$ cat src/rtl/fnd_watch_disp_pkg.sv
// Shared constants for the watch FND display path.
// Field codes, segment patterns and decimal split helper.
package fnd_watch_disp_pkg;

    localparam logic [1:0] FIELD_MSEC = 2'd0;
    localparam logic [1:0] FIELD_SEC  = 2'd1;
    localparam logic [1:0] FIELD_MIN  = 2'd2;
    localparam logic [1:0] FIELD_HOUR = 2'd3;

    localparam logic [7:0] SEG_BLANK = 8'hFF;
    localparam logic [7:0] SEG_DASH  = 8'hBF;
    localparam logic [7:0] DP_MASK   = 8'h7F;

    localparam logic [3:0] CODE_DASH = 4'd10;

    // Active-low {dp,g,f,e,d,c,b,a}; element 0 is digit '0'.
    localparam logic [9:0][7:0] SEG_DIGITS = {
        8'h90, 8'h80, 8'hF8, 8'h82, 8'h92,
        8'h99, 8'hB0, 8'hA4, 8'hF9, 8'hC0
    };

    // Returns {tens, ones}; tens may exceed 9 for out-of-range input.
    function automatic logic [7:0] split_dec(input logic [6:0] v);
        return {4'(v / 7'd10), 4'(v % 7'd10)};
    endfunction

endpackage

$ cat src/rtl/fnd_watch_disp_bcd_to_seg.sv
// Digit code to active-low segment pattern.
// Codes 0..9 are digits, 10 is a dash, anything else is blank.
import fnd_watch_disp_pkg::*;

module bcd_to_seg (
    input  logic [3:0] code,
    output logic [7:0] seg
);

    always_comb begin
        seg = SEG_BLANK;
        if (code < 4'd10)
            seg = SEG_DIGITS[code];
        else if (code == CODE_DASH)
            seg = SEG_DASH;
    end

endmodule

$ cat src/rtl/fnd_watch_disp.sv
// Time-multiplexed 4-digit FND driver for the watch datapath.
// Frame-consistent snapshot, view select and edit-field blinking.
import fnd_watch_disp_pkg::*;

module fnd_watch_disp #(
    parameter int SCAN_COUNT  = 100_000,
    parameter int BLINK_TICKS = 250
) (
    input  logic       clk,
    input  logic       rst,
    input  logic [6:0] msec,
    input  logic [5:0] sec,
    input  logic [5:0] min,
    input  logic [4:0] hour,
    input  logic       disp_mode,
    input  logic       edit_en,
    input  logic [1:0] time_select,
    output logic [3:0] fnd_com,
    output logic [7:0] fnd_data
);

    localparam int SW = (SCAN_COUNT > 1) ? $clog2(SCAN_COUNT) : 1;
    localparam int BW = (BLINK_TICKS > 1) ? $clog2(BLINK_TICKS) : 1;

    logic [SW-1:0] scan_cnt;
    logic          scan_tick;
    logic [1:0]    idx;

    logic [6:0]    snap_msec;
    logic [5:0]    snap_sec;
    logic [5:0]    snap_min;
    logic [4:0]    snap_hour;
    logic          snap_mode;

    logic [BW-1:0] blink_cnt;
    logic          blink_off;
    logic          edit_q;
    logic [1:0]    sel_q;
    logic          edit_chg;

    logic [6:0]    pair_val;
    logic [7:0]    split;
    logic [3:0]    code;
    logic [1:0]    field;
    logic          blank;
    logic          dp_on;
    logic [7:0]    seg_raw;
    logic [7:0]    seg_out;

    assign scan_tick = (scan_cnt == SW'(SCAN_COUNT - 1));
    assign edit_chg  = (edit_en != edit_q) || (time_select != sel_q);

    always_comb begin
        pair_val = snap_msec;
        field    = FIELD_MSEC;
        unique case (1'b1)
            ( snap_mode &&  idx[1]): begin
                pair_val = {2'b0, snap_hour};
                field    = FIELD_HOUR;
            end
            ( snap_mode && !idx[1]): begin
                pair_val = {1'b0, snap_min};
                field    = FIELD_MIN;
            end
            (!snap_mode &&  idx[1]): begin
                pair_val = {1'b0, snap_sec};
                field    = FIELD_SEC;
            end
            default: begin
                pair_val = snap_msec;
                field    = FIELD_MSEC;
            end
        endcase
    end

    assign split = split_dec(pair_val);
    assign code  = !idx[0]               ? split[3:0] :
                   (split[7:4] > 4'd9)   ? CODE_DASH  :
                                           split[7:4];

    bcd_to_seg u_seg (
        .code (code),
        .seg  (seg_raw)
    );

    // Separator dot sits on digit 2; in sec:msec view it pulses at 1 Hz.
    assign dp_on = (idx == 2'd2) && (snap_mode || (snap_msec < 7'd50));
    assign blank = edit_en && blink_off && (field == time_select);

    assign seg_out = blank ? SEG_BLANK :
                     dp_on ? (seg_raw & DP_MASK) :
                             seg_raw;

    always_ff @(posedge clk or negedge rst) begin
        if (!rst) begin
            scan_cnt  <= '0;
            idx       <= 2'd0;
            fnd_com   <= 4'b1111;
            fnd_data  <= SEG_BLANK;
            snap_msec <= '0;
            snap_sec  <= '0;
            snap_min  <= '0;
            snap_hour <= '0;
            snap_mode <= 1'b0;
        end else begin
            scan_cnt <= scan_tick ? '0 : scan_cnt + 1'b1;
            if (scan_tick) begin
                idx      <= idx + 2'd1;
                fnd_com  <= ~(4'b0001 << idx);
                fnd_data <= seg_out;
                if (idx == 2'd3) begin
                    snap_msec <= msec;
                    snap_sec  <= sec;
                    snap_min  <= min;
                    snap_hour <= hour;
                    snap_mode <= disp_mode;
                end
            end
        end
    end

    // Edit changes restart the blink so the new field shows at once.
    always_ff @(posedge clk or negedge rst) begin
        if (!rst) begin
            blink_cnt <= '0;
            blink_off <= 1'b0;
            edit_q    <= 1'b0;
            sel_q     <= 2'd0;
        end else begin
            edit_q <= edit_en;
            sel_q  <= time_select;
            if (edit_chg) begin
                blink_cnt <= '0;
                blink_off <= 1'b0;
            end else if (scan_tick) begin
                if (blink_cnt == BW'(BLINK_TICKS - 1)) begin
                    blink_cnt <= '0;
                    blink_off <= ~blink_off;
                end else begin
                    blink_cnt <= blink_cnt + 1'b1;
                end
            end
        end
    end

endmodule

$ cat config.mk
export PLATFORM = sky130hd
export DESIGN_NAME = fnd_watch_disp
export DESIGN_NICKNAME = d
export VERILOG_FILES = /design/src/rtl/fnd_watch_disp_pkg.sv /design/src/rtl/fnd_watch_disp_bcd_to_seg.sv /design/src/rtl/fnd_watch_disp.sv
export SDC_FILE = /design/constraint.sdc
export NUM_CORES = 1
export LEC_CHECK = 0
export BUFFER_PORTS_ARGS = -buffer_cell sky130_fd_sc_hd__buf_2
export CAP_MARGIN = 30
export CORE_MARGIN = 2
export CORE_UTILIZATION = 30
export CTS_BUF_LIST = sky130_fd_sc_hd__clkbuf_8 sky130_fd_sc_hd__clkbuf_16
export DETAILED_ROUTE_END_ITERATION = 12
export PLACE_DENSITY = 0.49
export SYNTH_ARGS = -nofsm -noshare
export SYNTH_HDL_FRONTEND = slang
export SYNTH_SLANG_ARGS = --single-unit
export TNS_END_PERCENT = 1
$ cat constraint.sdc
create_clock -name clk -period 3.55 [get_ports clk]
set_input_delay 0 -clock clk [delete_from_list [all_inputs] [get_ports clk]]
set_output_delay 0 -clock clk [all_outputs]
set_load 0.02 [all_outputs]
After elaboration in Yosys (flattened, before gate mapping)
Memory sizes are Yosys's and may differ from the RTL's.
Index checks and enable logic that the tools add are counted.
{"block": "totals", "out_inout_bits": 12, "memories": 1, "regBits": 68, "mem_bits_ro": 128, "inputBits": 30}
{"block": "op_classes", "n_div": 2, "n_eq_ne": 8, "bitwise": 2, "n_reduce_logical": 14, "shifts": 1, "n_mux": 16, "n_lt_le_gt_ge": 4, "addsub": 3}
{"memory": "(name not given)", "depth": 16, "width": 8, "read_ports": 1, "rd_ports_with_merged_regs": 0, "wr": 0, "line": "fnd_watch_disp_bcd_to_seg.sv:13", "text": "seg = SEG_DIGITS[code];"}
{"op": "8-bit 2-to-1 mux", "count": 7}
{"op": "7-bit case mux with 3 select lines", "count": 1}
{"op": "17-bit by 1-bit adder with 17-bit output (second input constant)", "count": 1}
{"op": "17-bit == test (second input constant)", "count": 1}
{"op": "17-bit 2-to-1 mux", "count": 1}
{"op": "8-bit by 1-bit adder with 8-bit output (second input constant)", "count": 1}
{"op": "8-bit == test (second input constant)", "count": 1}
{"op": "4-bit 2-to-1 mux", "count": 2}
{"op": "7-bit by 4-bit divider with 7-bit output (second input constant)", "count": 1}
{"op": "7-bit by 6-bit < comparator with 1-bit output (second input constant)", "count": 1}
{"op": "7-bit by 4-bit modulo with 7-bit output (second input constant)", "count": 1}
{"op": "7-bit 2-to-1 mux", "count": 1}
{"op": "1-bit logical AND", "count": 6}
{"op": "2-bit case mux with 3 select lines", "count": 1}
{"op": "4-bit by 5-bit < comparator with 1-bit output (second input constant)", "count": 1}
{"op": "2-bit == test (second input constant)", "count": 2}
{"op": "4-bit == test (second input constant)", "count": 1}
{"op": "4-bit greater-than comparator (second input constant)", "count": 1}
{"op": "4-bit < comparator (second input constant)", "count": 1}
{"op": "4-bit inverter", "count": 1}
{"op": "2-bit AND reduction", "count": 2}
{"op": "2-bit nonzero test", "count": 2}
{"op": "1-bit by 2-bit left shift with 4-bit output (first input constant)", "count": 1}
{"op": "1-bit 2-to-1 mux", "count": 3}
{"op": "7 further kinds", "count": 9}

Logic depth before layout (Yosys ltp)
Gate-level depths: netlist of run 1.
{"block": "depth", "ltp_word": 12, "mapped_depth": 22}

Hierarchy
A second synthesis of run 1 with hierarchy kept.
{"block": "unflattened", "cells_unflattened": 392, "hier_area_um2": 4002.6}
{"mod": "fnd_watch_disp", "n_inst": 1, "seq_area_each_um2": 1716.6, "cells_per_inst": 361, "area_per_inst_um2": 3774.9}
{"mod": "bcd_to_seg", "n_inst": 1, "seq_area_each_um2": 0.0, "cells_per_inst": 31, "area_per_inst_um2": 227.7}

Worst setup path before layout of run 1
OpenSTA, ideal clock, no wires.
{"block": "synth_path", "path_type": "register -> register", "start": "register idx[1]", "end": "register fnd_data[0]", "stages_incl_launch_ff": 22, "t_arrival_ns": 3.636, "path_buffers": 2, "setup_slack_ns": -0.182, "cell_sequence": "dfrtp_1 > buf_6 > or4b_1 > buf_2 > nor2_1 > nor2_1 > nand2_1 > o221ai_1 > mux2i_1 > ha_1 > inv_1 > a211o_1 > o22a_1 > and2_1 > nand4_1 > and3_1 > inv_1 > ha_1 > inv_1 > a211oi_1 > a2111oi_0 > a211oi_1"}
{"block": "synth_via", "elab_chain_len": 12, "elab_cells_between_ends": 19, "classes_between": "2 x div; 2 x order compare; 1 x eq/ne; 8 x mux; 5 x reduce/logical; 1 x memory"}
{"element": "start, declared", "line": "fnd_watch_disp.sv:27", "text": "logic [1:0] idx;"}
{"element": "start signal, assigned", "line": "fnd_watch_disp.sv:108", "text": "idx <= idx + 2'd1;"}
{"element": "1-bit logical NOT", "line": "fnd_watch_disp.sv:61", "text": "( snap_mode && !idx[1]): begin"}
{"element": "1-bit logical AND", "line": "fnd_watch_disp.sv:61"}
{"element": "7-bit case mux with 3 select lines", "line": "fnd_watch_disp.sv:56", "text": "unique case (1'b1)"}
{"element": "7-bit by 4-bit divider with 7-bit output", "line": "fnd_watch_disp_pkg.sv:24", "text": "return {4'(v / 7'd10), 4'(v % 7'd10)};"}
{"element": "4-bit greater-than comparator", "line": "fnd_watch_disp.sv:78", "text": "(split[7:4] > 4'd9) ? CODE_DASH :"}
{"element": "4-bit 2-to-1 mux", "line": "fnd_watch_disp.sv:78"}
{"element": "4-bit 2-to-1 mux", "line": "fnd_watch_disp.sv:77", "text": "assign code = !idx[0] ? split[3:0] :"}
{"element": "memory 16 x 8 bit"}
{"element": "8-bit 2-to-1 mux (not written as such)", "line": "fnd_watch_disp_bcd_to_seg.sv:13"}
{"element": "8-bit 2-to-1 mux", "line": "fnd_watch_disp_bcd_to_seg.sv:12", "text": "if (code < 4'd10)"}
{"element": "8-bit 2-to-1 mux", "line": "fnd_watch_disp.sv:91", "text": "dp_on ? (seg_raw & DP_MASK) :"}
{"element": "8-bit 2-to-1 mux (*)", "line": "fnd_watch_disp.sv:90", "text": "assign seg_out = blank ? SEG_BLANK :"}
{"element": "end signal, assigned", "line": "fnd_watch_disp.sv:110", "text": "fnd_data <= seg_out;"}
{"element": "end, declared", "line": "fnd_watch_disp.sv:19", "text": "output logic [7:0] fnd_data"}
Mark *: on every way between the ends. The rest lies on a longest branch, timed or not. The select of a mux whose other input is x is not followed.
A chain may end at the register's enable or synchronous reset.

Final worst setup path of run 1
{"block": "layout_path", "start": "register snap_mode", "end": "register fnd_data[6]"}
{"block": "layout_via", "elab_chain_len": 12, "elab_cells_between_ends": 21, "classes_between": "2 x div; 2 x order compare; 2 x eq/ne; 9 x mux; 5 x reduce/logical; 1 x memory"}
{"element": "start, declared", "line": "fnd_watch_disp.sv:33", "text": "logic snap_mode;"}
{"element": "start signal, assigned", "line": "fnd_watch_disp.sv:116", "text": "snap_mode <= disp_mode;"}
{"element": "1-bit logical NOT", "line": "fnd_watch_disp.sv:65", "text": "(!snap_mode && idx[1]): begin"}
{"element": "1-bit logical AND", "line": "fnd_watch_disp.sv:65"}
{"element": "7-bit case mux with 3 select lines", "line": "fnd_watch_disp.sv:56"}
{"element": "7-bit by 4-bit divider with 7-bit output", "line": "fnd_watch_disp_pkg.sv:24"}
{"element": "4-bit greater-than comparator", "line": "fnd_watch_disp.sv:78"}
{"element": "4-bit 2-to-1 mux", "line": "fnd_watch_disp.sv:78"}
{"element": "4-bit 2-to-1 mux", "line": "fnd_watch_disp.sv:77"}
{"element": "memory 16 x 8 bit or 4-bit == test (tied branches)"}
{"element": "8-bit 2-to-1 mux (not written as such) or 7-bit 2-to-1 mux (tied branches)", "line": "fnd_watch_disp_bcd_to_seg.sv:13, fnd_watch_disp_bcd_to_seg.sv:14"}
{"element": "8-bit 2-to-1 mux", "line": "fnd_watch_disp_bcd_to_seg.sv:12"}
{"element": "8-bit 2-to-1 mux", "line": "fnd_watch_disp.sv:91"}
{"element": "8-bit 2-to-1 mux (*)", "line": "fnd_watch_disp.sv:90"}
Marks and branches as above.

==> results of run 1 <==
==> stage by stage <==
step                      utilization [%]  TNS [ns]  cell area, um2
after global routing                 42.2     -1.08            5370
final                                42.2         0            5370
after global placement               36.7    -0.466            4670
after CTS                            42.1         0            5350
after detailed placement             36.7    -0.863            4670
after floorplan                         -    -0.215            4010
==> layout make-up <==
| cell class | count | area [um2] |
|---|---|---|
| clock buffers | 11 | 253 |
| clock inverters | 5 | 28.8 |
| fillers | 1262 | 7350 |
| inverters | 17 | 66.3 |
| multi-input cells | 267 | 2190 |
| flip-flops and latches | 68 | 1720 |
| well taps | 172 | 215 |
| repair buffers | 122 | 901 |
==> flip-flops by register name, summed over array words and instances (netlist names) <==
signal     count
scan_cnt      17
blink_cnt      8
fnd_data       8
snap_msec      7
snap_min       6
snap_sec       6
snap_hour      5
fnd_com        4
idx            2
sel_q          2
blink_off      1
edit_q         1
snap_mode      1
==> worst reg2reg max path, delay by kind of cell, from the launching register on <==
family,cells,cell delay (ns)
AOI/OAI and AO/OA,9,1.53
and+or+nand+nor,4,0.90
DFF,1,0.46
adders and majority gates,2,0.38
muxes,1,0.16
buffers and inverters,1,0.04
==> layout by cell type (no fill, tap or decap), types with 5 or more instances in the layout <==
cell type,instances
dfrtp_1,55
buf_4,48
buf_2,41
dlygate4sd3_1,29
nor2_1,28
mux2_2,27
nand2_1,25
inv_1,14
nand3_1,14
a21oi_1,13
xnor2_1,12
dfstp_2,12
xor2_1,11
clkbuf_16,9
o21ai_0,8
mux2i_1,8
ha_1,8
nand4_1,6
nor3_1,5
a31oi_1,5
or3_1,5
a211oi_2,5
==> kinds of logic after synthesis <==
kind of cell,count (synthesis),synth area share [%]
compound gates,76,14.7
xor+xnor,23,5.11
fa+ha+maj,12,3.81
buf+inv,34,4.28
flops,68,43.5
mux,42,13.1
simple gates,114,15.4
==> repair_timing <==
action | CTS | global route
hold endpoints to repair | 57 | 0
endpoints found under the setup margin | 7 | 7
resized for setup | 22 | 5
setup buffers | 8 | 0
pin swaps | 23 | 2
hold buffers | 29 | 0
==> worst min-delay path by stage <==
stage	endpoint
global route	sel_q[1]
floorplan	blink_cnt[0]
finish	snap_min[4]
detailed placement	snap_sec[2]
global placement	snap_min[2]
CTS	snap_min[4]
==> power by group <==
group	switching (mW)	internal [mW]
sequential	0.0116	0.793
clock	0.336	0.506
combinational	0.192	0.204
total	0.540	1.50
==> per-layer routing <==
metal	global-route usage (%)	vias up
met3	3.23	10
met2	22.3	55
met1	19.4	1535
met4	5.51	0
met5	0	-
li1	-	1585
==> impl_metrics.json, run 1 <==
{
  "status": "completed",
  "avgSynthCellArea_um2": 10.7,
  "fin_cells": 662,
  "coreArea_um2": 12700,
  "synth_top_area_share_pct": 35.5,
  "cts_root_buffer": "clkbuf_16",
  "grt_antenna_before_repair": 0,
  "worst_path_max_delay_cell": "dfrtp_2",
  "crit_required_ns": 3.80,
  "top_layer_used": "met4",
  "path_class": "reg2reg",
  "place.gp.congestion": 0.833,
  "drtAntennaViolNets": 0,
  "drive_above_1_share_pct": 39.2,
  "maxCapViolCount": 0,
  "grt_usage_pct": 14.4,
  "rows": 41,
  "path_cells": "or3b_4, a22o_4, a21oi_1, o221ai_1, mux2i_1, ha_2, inv_2, a211o_1, o22a_1, and2_4, nand4_1, and3_4, ha_4, a211oi_2, a32o_1, o31ai_1, a31oi_1",
  "htreeDepth": 3,
  "cts_buffers": 9,
  "synth_edf_count": 0,
  "synth.most_common_cell": "dfrtp_1",
  "timing.hold.ws_ns": 0.326,
  "grt_max_degree": 37,
  "netlist_instances": 369,
  "clock_latency_ns": 0.33,
  "min_period_ns": 3.54,
  "routed-wl-met2_um": 4460,
  "finalCritPeriodShare_pct": 99.6,
  "io_pins": 42,
  "cts_tree": "done",
  "die_y_um": 119,
  "power.density_nw_per_um2": 380,
  "ys_types": 68,
  "drc": 0,
  "crit_path_start_kind": "register",
  "ir_drop_mv": 0.215,
  "rsz0062_at_grt": "true",
  "syn_nets": 411,
  "endpoint_kind": "register",
  "placedCellCount": 610,
  "slew_violations": 0,
  "grt_overflow": 0,
  "crit_cells": 17,
  "synthFlopType": "dfrtp_1",
  "finalSetupViolCount": 0,
  "start_util_pct": 31.0,
  "cp_num_buf_inv": 1,
  "ys_seq_area_share_pct": 43.5,
  "grt_pass1_wl_um": 16200,
  "drt-met1-wl_um": 4600,
  "synth_common_cells": "dfrtp_1 (56), nor2_1 (30), mux2_2 (28)",
  "synthArstFlopShare_pct": 100,
  "crit_path_max_incr_delay_ns": 0.46,
  "fin_ws_ns": 0.0139,
  "finalNetCount": 527,
  "yosys_warnings": 0,
  "hold_violations": 0,
  "worstPathArrival_ns": 3.79,
  "area_growth_pct": 36.3,
  "post-place-ws_ns": -0.250,
  "p_leak_nw": 2.27,
  "ys_ff_latch": 68,
  "wl_met3_um": 342,
  "finalWirelength_um": 9540,
  "die_w_um": 119,
  "syn_area_um2": 3940,
  "ff2ff_setup_slack_ns": 0.01,
  "regToRegStartpoint": "snap_mode",
  "num_antenna_cells": 0,
  "endpoint": "fnd_data[6]",
  "total_power_mw": 2.04,
  "yosys-top-cells-area": "dfrtp_1 (36%), dfstp_2 (8.0%), mux2_2 (8.0%)",
  "yosysTopAreaCell": "dfrtp_1",
  "tightest_slew_ns": 0.863,
  "critical_path.max_fanout": 7,
  "vias_per_cell": 4.81,
  "portBuffers": 41,
  "r2r_end": "fnd_data[6]",
  "clock-sinks": 68,
  "fin_skew_ns": 0.00829,
  "drtIter0Drc": 152,
  "dieArea_um2": 14100,
  "path_delay_family": "compound AO/OA/AOI/OAI gates",
  "clk_path_buf_depth": 2,
  "clk_pin_slew_ns": 0.06,
  "fmax_mhz": 283,
  "setup.worst_path.start": "snap_mode",
  "drtPass1Iterations": 4,
  "dp_hpwl_um": 6830,
  "slew-limit-headroom_pct": 42.4,
  "grt_pass1_vias": 3235,
  "r2r_cells": 17,
  "vias": 3185,
  "wire_per_inst_um": 14.4,
  "hp-class": "in2async"
}
No activity file was read; power rests on OpenSTA's default activity.
==> inputs of run 2 (changes only) <==
- CTS_BUF_LIST: sky130_fd_sc_hd__clkbuf_8 sky130_fd_sc_hd__clkbuf_16 -> sky130_fd_sc_hd__clkbuf_4 sky130_fd_sc_hd__clkbuf_8
==> impl_metrics.json, run 2 (synthesis gave the netlist of run 1 again) <==
{
  "critical_path.max_fanout": 7,
  "place.gp.congestion": 0.833,
  "final_common_cell": "dfrtp_1",
  "cts_root_buffer": "clkbuf_8",
  "vias_per_cell": 4.86,
  "ff2ff_setup_slack_ns": -0.09,
  "tightest_slew_ns": 0.837,
  "crit_required_ns": 3.82,
  "p_leak_nw": 2.23,
  "r2r_end": "fnd_data[6]",
  "fmax_mhz": 274,
  "regToRegStartpoint": "snap_mode",
  "finalSetupViolCount": 5,
  "grt_overflow": 0,
  "num_antenna_cells": 0,
  "largest_reg_flops": 17,
  "drtIter0Drc": 138,
  "dp_hpwl_um": 6830,
  "min_period_ns": 3.64,
  "mostFrequentLayoutCells": "dfrtp_1 (55), buf_4 (51), buf_2 (41), dlygate4sd3_1 (29), nor2_1 (28)",
  "fin_skew_ns": 0.0135,
  "drtPass1Iterations": 6,
  "slew-limit-headroom_pct": 44.2,
  "worstPathArrival_ns": 3.91,
  "crit_path_start_kind": "register",
  "drc": 0,
  "vias": 3224,
  "largest-register": "scan_cnt",
  "finalCritPeriodShare_pct": 103,
  "cts_buffers": 9,
  "dieArea_um2": 14100,
  "setup-tns-final_ns": -0.165,
  "status": "complete, but fails checks",
  "grt_antenna_before_repair": 0,
  "cts_tree": "done",
  "clock-sinks": 68,
  "finalWirelength_um": 9540,
  "clk_path_buf_depth": 2,
  "rsz0062_at_grt": "true",
  "drive_above_1_share_pct": 39.4,
  "fin_cells": 664,
  "setup.worst_path.start": "snap_mode",
  "die_y_um": 119,
  "placedCellCount": 610,
  "post-place-ws_ns": -0.250,
  "grt_usage_pct": 14.3,
  "hp-class": "in2async",
  "total_power_mw": 1.81,
  "maxCapViolCount": 0,
  "clock_latency_ns": 0.35,
  "htreeDepth": 3,
  "area_growth_pct": 34.1,
  "fin_ws_ns": -0.0942,
  "wire_per_inst_um": 14.4,
  "rows": 41,
  "r2r_cells": 17,
  "hold_violations": 0,
  "timing.hold.ws_ns": 0.289,
  "grt_pass1_vias": 3224,
  "io_pins": 42,
  "slew_violations": 0,
  "start_util_pct": 31.0,
  "reg_top3": "scan_cnt x17, blink_cnt x8, fnd_data x8",
  "coreArea_um2": 12700,
  "grt_pass1_wl_um": 16100,
  "ir_drop_mv": 0.162,
  "path_class": "reg2reg",
  "finalNetCount": 529,
  "endpoint_kind": "register",
  "violations": "setup timing",
  "power.density_nw_per_um2": 343,
  "die_w_um": 119,
  "grt_max_degree": 37,
  "drtAntennaViolNets": 0,
  "portBuffers": 41,
  "clk_pin_slew_ns": 0.08
}
[run 2: cell types whose count changed in the layout (fill, tap and decap cells not counted), moves of 2 or more]
cell | previous run | this run
buf_4 | 48 | 51
clkbuf_8 | 2 | 11
buf_6 | 4 | 2
clkbuf_16 | 9 | 0
clkbuf_4 | 0 | 2
inv_1 | 14 | 12
[run 2: worst max path at each step]
stage                             end  slack (ns)  depth (start not counted)
after floorplan           fnd_data[0]       -0.07                         21
final                     fnd_data[6]       -0.09                         17
after CTS                 fnd_data[3]       -0.06                         20
after global placement    fnd_data[3]       -0.17                         18
after detailed placement  fnd_data[3]       -0.25                         20
after global routing      fnd_data[6]       -0.29                         18
[run 2: where the power goes]
part           total [mW]  switching (mW)  internal, mW  leakage, nW
sequential          0.803          0.0115         0.791        0.827
combinational       0.394           0.190         0.203         1.31
clock               0.617           0.309         0.308       0.0965
[run 2: what timing repair did]
item | 4_1_cts | 5_1_grt
endpoints found under the hold margin | 57 | 0
endpoints found under the setup margin | 7 | 7
resized for setup | 18 | 4
buffers inserted | 9 | 0
hold buffers | 29 | 0
pin swaps | 19 | 8
[run 2: metrics by stage]
step           area [um2]  util, %
4_1_cts              5270     41.4
6_report             5290     41.5
2_1_floorplan        4010        -
5_1_grt              5290     41.5
3_3_place_gp         4670     36.7
3_5_place_dp         4670     36.7
[run 2: cell type report]
type	count	area, um2
sequential	68	1720
multi-input combinational	267	2180
inverter	17	66.3
fill	1276	7440
tap	172	215
timing repair buffer	124	921
clock buffer	13	166
clock inverter	3	21.3
[run 2: worst max-delay path: stages (launching register included)]
cell and delay [ns]:
dfrtp_2 0.48, or4b_4 0.58, buf_4 0.17, nand2_1 0.09
o21ai_0 0.10, mux2i_1 0.17, ha_2 0.24, inv_2 0.04
a211o_1 0.22, o22a_1 0.24, and2_4 0.16, nand4_1 0.10
and3_4 0.23, ha_4 0.15, a211oi_2 0.03, a32o_1 0.23
o31ai_1 0.23, a31oi_1 0.11
[run 2: routing by layer]
layer  up-vias  track usage [%]  share of wire (%)  routed length (um)
li1       1583                -                  -                   -
met1      1557             19.2                 47                4510
met2        72             22.6                 47                4490
met3        12             3.09                4.3                 411
met4         0             5.28                1.4                 138
met5         -                0                  0                   0
==> inputs of run 3 (changes only) <==
- REMOVE_ABC_BUFFERS: default -> 1
==> impl_metrics.json, run 3 (synthesis gave the netlist of run 1 again) <==
{
  "status": "complete, but fails checks",
  "violations": "setup timing",
  "final_cell_area_um2": 5430,
  "timing.hold.ws_ns": 0.323,
  "die_w_um": 119,
  "clock_power_share_pct": 32.4,
  "drc": 0,
  "dp_hpwl_um": 6650,
  "r2r_end": "fnd_data[6]",
  "clock-sinks": 68,
  "finalNetCount": 543,
  "start_util_pct": 31.0,
  "grt_antenna_before_repair": 0,
  "placedCellCount": 612,
  "grt_pass1_vias": 3372,
  "multiInputGateArea_um2": 2240,
  "grt_max_degree": 40,
  "sequentialPowerShare_pct": 44.2,
  "min_period_ns": 3.64,
  "dieArea_um2": 14100,
  "drtAntennaViolNets": 0,
  "rows": 41,
  "coreArea_um2": 12700,
  "cts_tree": "done",
  "p_leak_nw": 2.30,
  "rsz0062_at_grt": "true",
  "portBuffers": 41,
  "hp-class": "in2async",
  "clk_path_buf_depth": 2,
  "fin_ws_ns": -0.0874,
  "power.switching_uw": 513,
  "drtIter0Drc": 129,
  "n_fill_cell": 1256,
  "swShare_pct": 28.2,
  "fin_cells": 677,
  "crit_path_start_kind": "register",
  "endpoint": "fnd_data[6]",
  "area_growth_pct": 37.7,
  "mostFrequentLayoutCells": "buf_4 (64), dfrtp_1 (55), buf_2 (41), dlygate4sd3_1 (29), nor2_1 (28)",
  "hold_violations": 0,
  "setup-tns-final_ns": -0.289,
  "num_antenna_cells": 0,
  "largest-register": "scan_cnt",
  "io_pins": 42,
  "regArea_um2": 1720,
  "slew_violations": 0,
  "endpoint_kind": "register",
  "total_power_mw": 1.82,
  "finalSetupViolCount": 5,
  "ff2ff_setup_slack_ns": -0.09,
  "drtPass1Iterations": 6,
  "maxCapViolCount": 0,
  "r2r_cells": 17,
  "clock_latency_ns": 0.35,
  "place_area_um2": 4610,
  "slew-limit-headroom_pct": 41.0,
  "finalCritPeriodShare_pct": 102,
  "power.density_nw_per_um2": 335,
  "worstPathArrival_ns": 3.90,
  "intPower_mw": 1.30,
  "drive_above_1_share_pct": 42.4,
  "largest_reg_flops": 17,
  "wire_per_inst_um": 14.4,
  "vias": 3284,
  "path_class": "reg2reg",
  "comb_power_share_pct": 23.4,
  "regToRegStartpoint": "snap_mode",
  "tightest_slew_ns": 0.886,
  "die_y_um": 119,
  "final_common_cell": "buf_4",
  "fmax_mhz": 275,
  "critical_path.max_fanout": 8,
  "place.gp.congestion": 0.879,
  "clk_pin_slew_ns": 0.08,
  "setup.worst_path.start": "snap_mode",
  "grt_usage_pct": 13.8,
  "grt_overflow": 0,
  "cts_root_buffer": "clkbuf_8",
  "grt_pass1_wl_um": 16000,
  "fin_skew_ns": 0.0140,
  "vias_per_cell": 4.85,
  "ir_drop_mv": 0.321,
  "htreeDepth": 3,
  "finalWirelength_um": 9720,
  "reg_top3": "scan_cnt x17, blink_cnt x8, fnd_data x8",
  "cts_buffers": 9,
  "crit_required_ns": 3.82
}
run 3: cell type report:
class / count / area share (%)
Clock inverter: 2 / 0.230
Tap cell: 172 / 3.96
Sequential cell: 68 / 31.6
Multi-Input combinational cell: 267 / 41.2
Timing Repair Buffer: 138 / 18.8
Inverter: 17 / 1.22
Clock buffer: 13 / 2.95
run 3: per-stage QoR:
stage	setup WS (ns)	util [%]
after floorplan	-0.428	-
after global placement	-0.203	36.2
after detailed placement	-0.309	36.2
after CTS	-0.0336	41.7
after global routing	-0.281	42.7
final	-0.0874	42.7
run 3: how the worst min path moves through the flow:
stage | endpoint | slack, ns | depth (start not counted)
after global routing | edit_q | 0.34 | 2
after detailed placement | edit_q | 0.16 | 1
after global placement | blink_cnt[3] | 0.15 | 1
after CTS | blink_cnt[3] | 0.34 | 2
final | blink_cnt[3] | 0.32 | 2
after floorplan | blink_cnt[0] | -0.30 | 0
run 3: critical path, stage by stage (launching register included):
cell      delay [ns]
dfrtp_2         0.47
or3b_4          0.44
a22o_4          0.25
a21oi_2         0.11
o221ai_1        0.12
mux2i_1         0.16
ha_2            0.24
inv_2           0.04
a211o_1         0.27
o22a_1          0.23
and2_4          0.15
nand4_1         0.11
and3_4          0.24
ha_4            0.15
a211oi_2        0.04
a32o_1          0.23
o31ai_1         0.20
a31oi_1         0.10
run 3: power groups by stage:
stage / clock network, mW / logic, mW / registers, mW
2_1_floorplan: 0 / 0.175 / 0.816
6_report: 0.589 / 0.425 / 0.803
3_5_place_dp: 0 / 0.307 / 0.817
3_3_place_gp: 0 / 0.307 / 0.817
4_1_cts: 0.612 / 0.380 / 0.803
5_1_grt: 0.648 / 0.459 / 0.805
run 3: layer usage:
metal	routed length (um)	up-vias	global-route usage [%]
met5	0	-	0
met4	125	0	4.99
met3	310	8	2.75
met2	4730	63	22.4
met1	4560	1592	18.2
li1	-	1621	-
run 3: what timing repair did:
action | CTS | global route
setup buffers | 21 | 1
setup endpoints to repair | 7 | 7
pin swaps | 23 | 24
resized for setup | 21 | 27
hold buffers | 29 | 0
hold endpoints to repair | 65 | 0
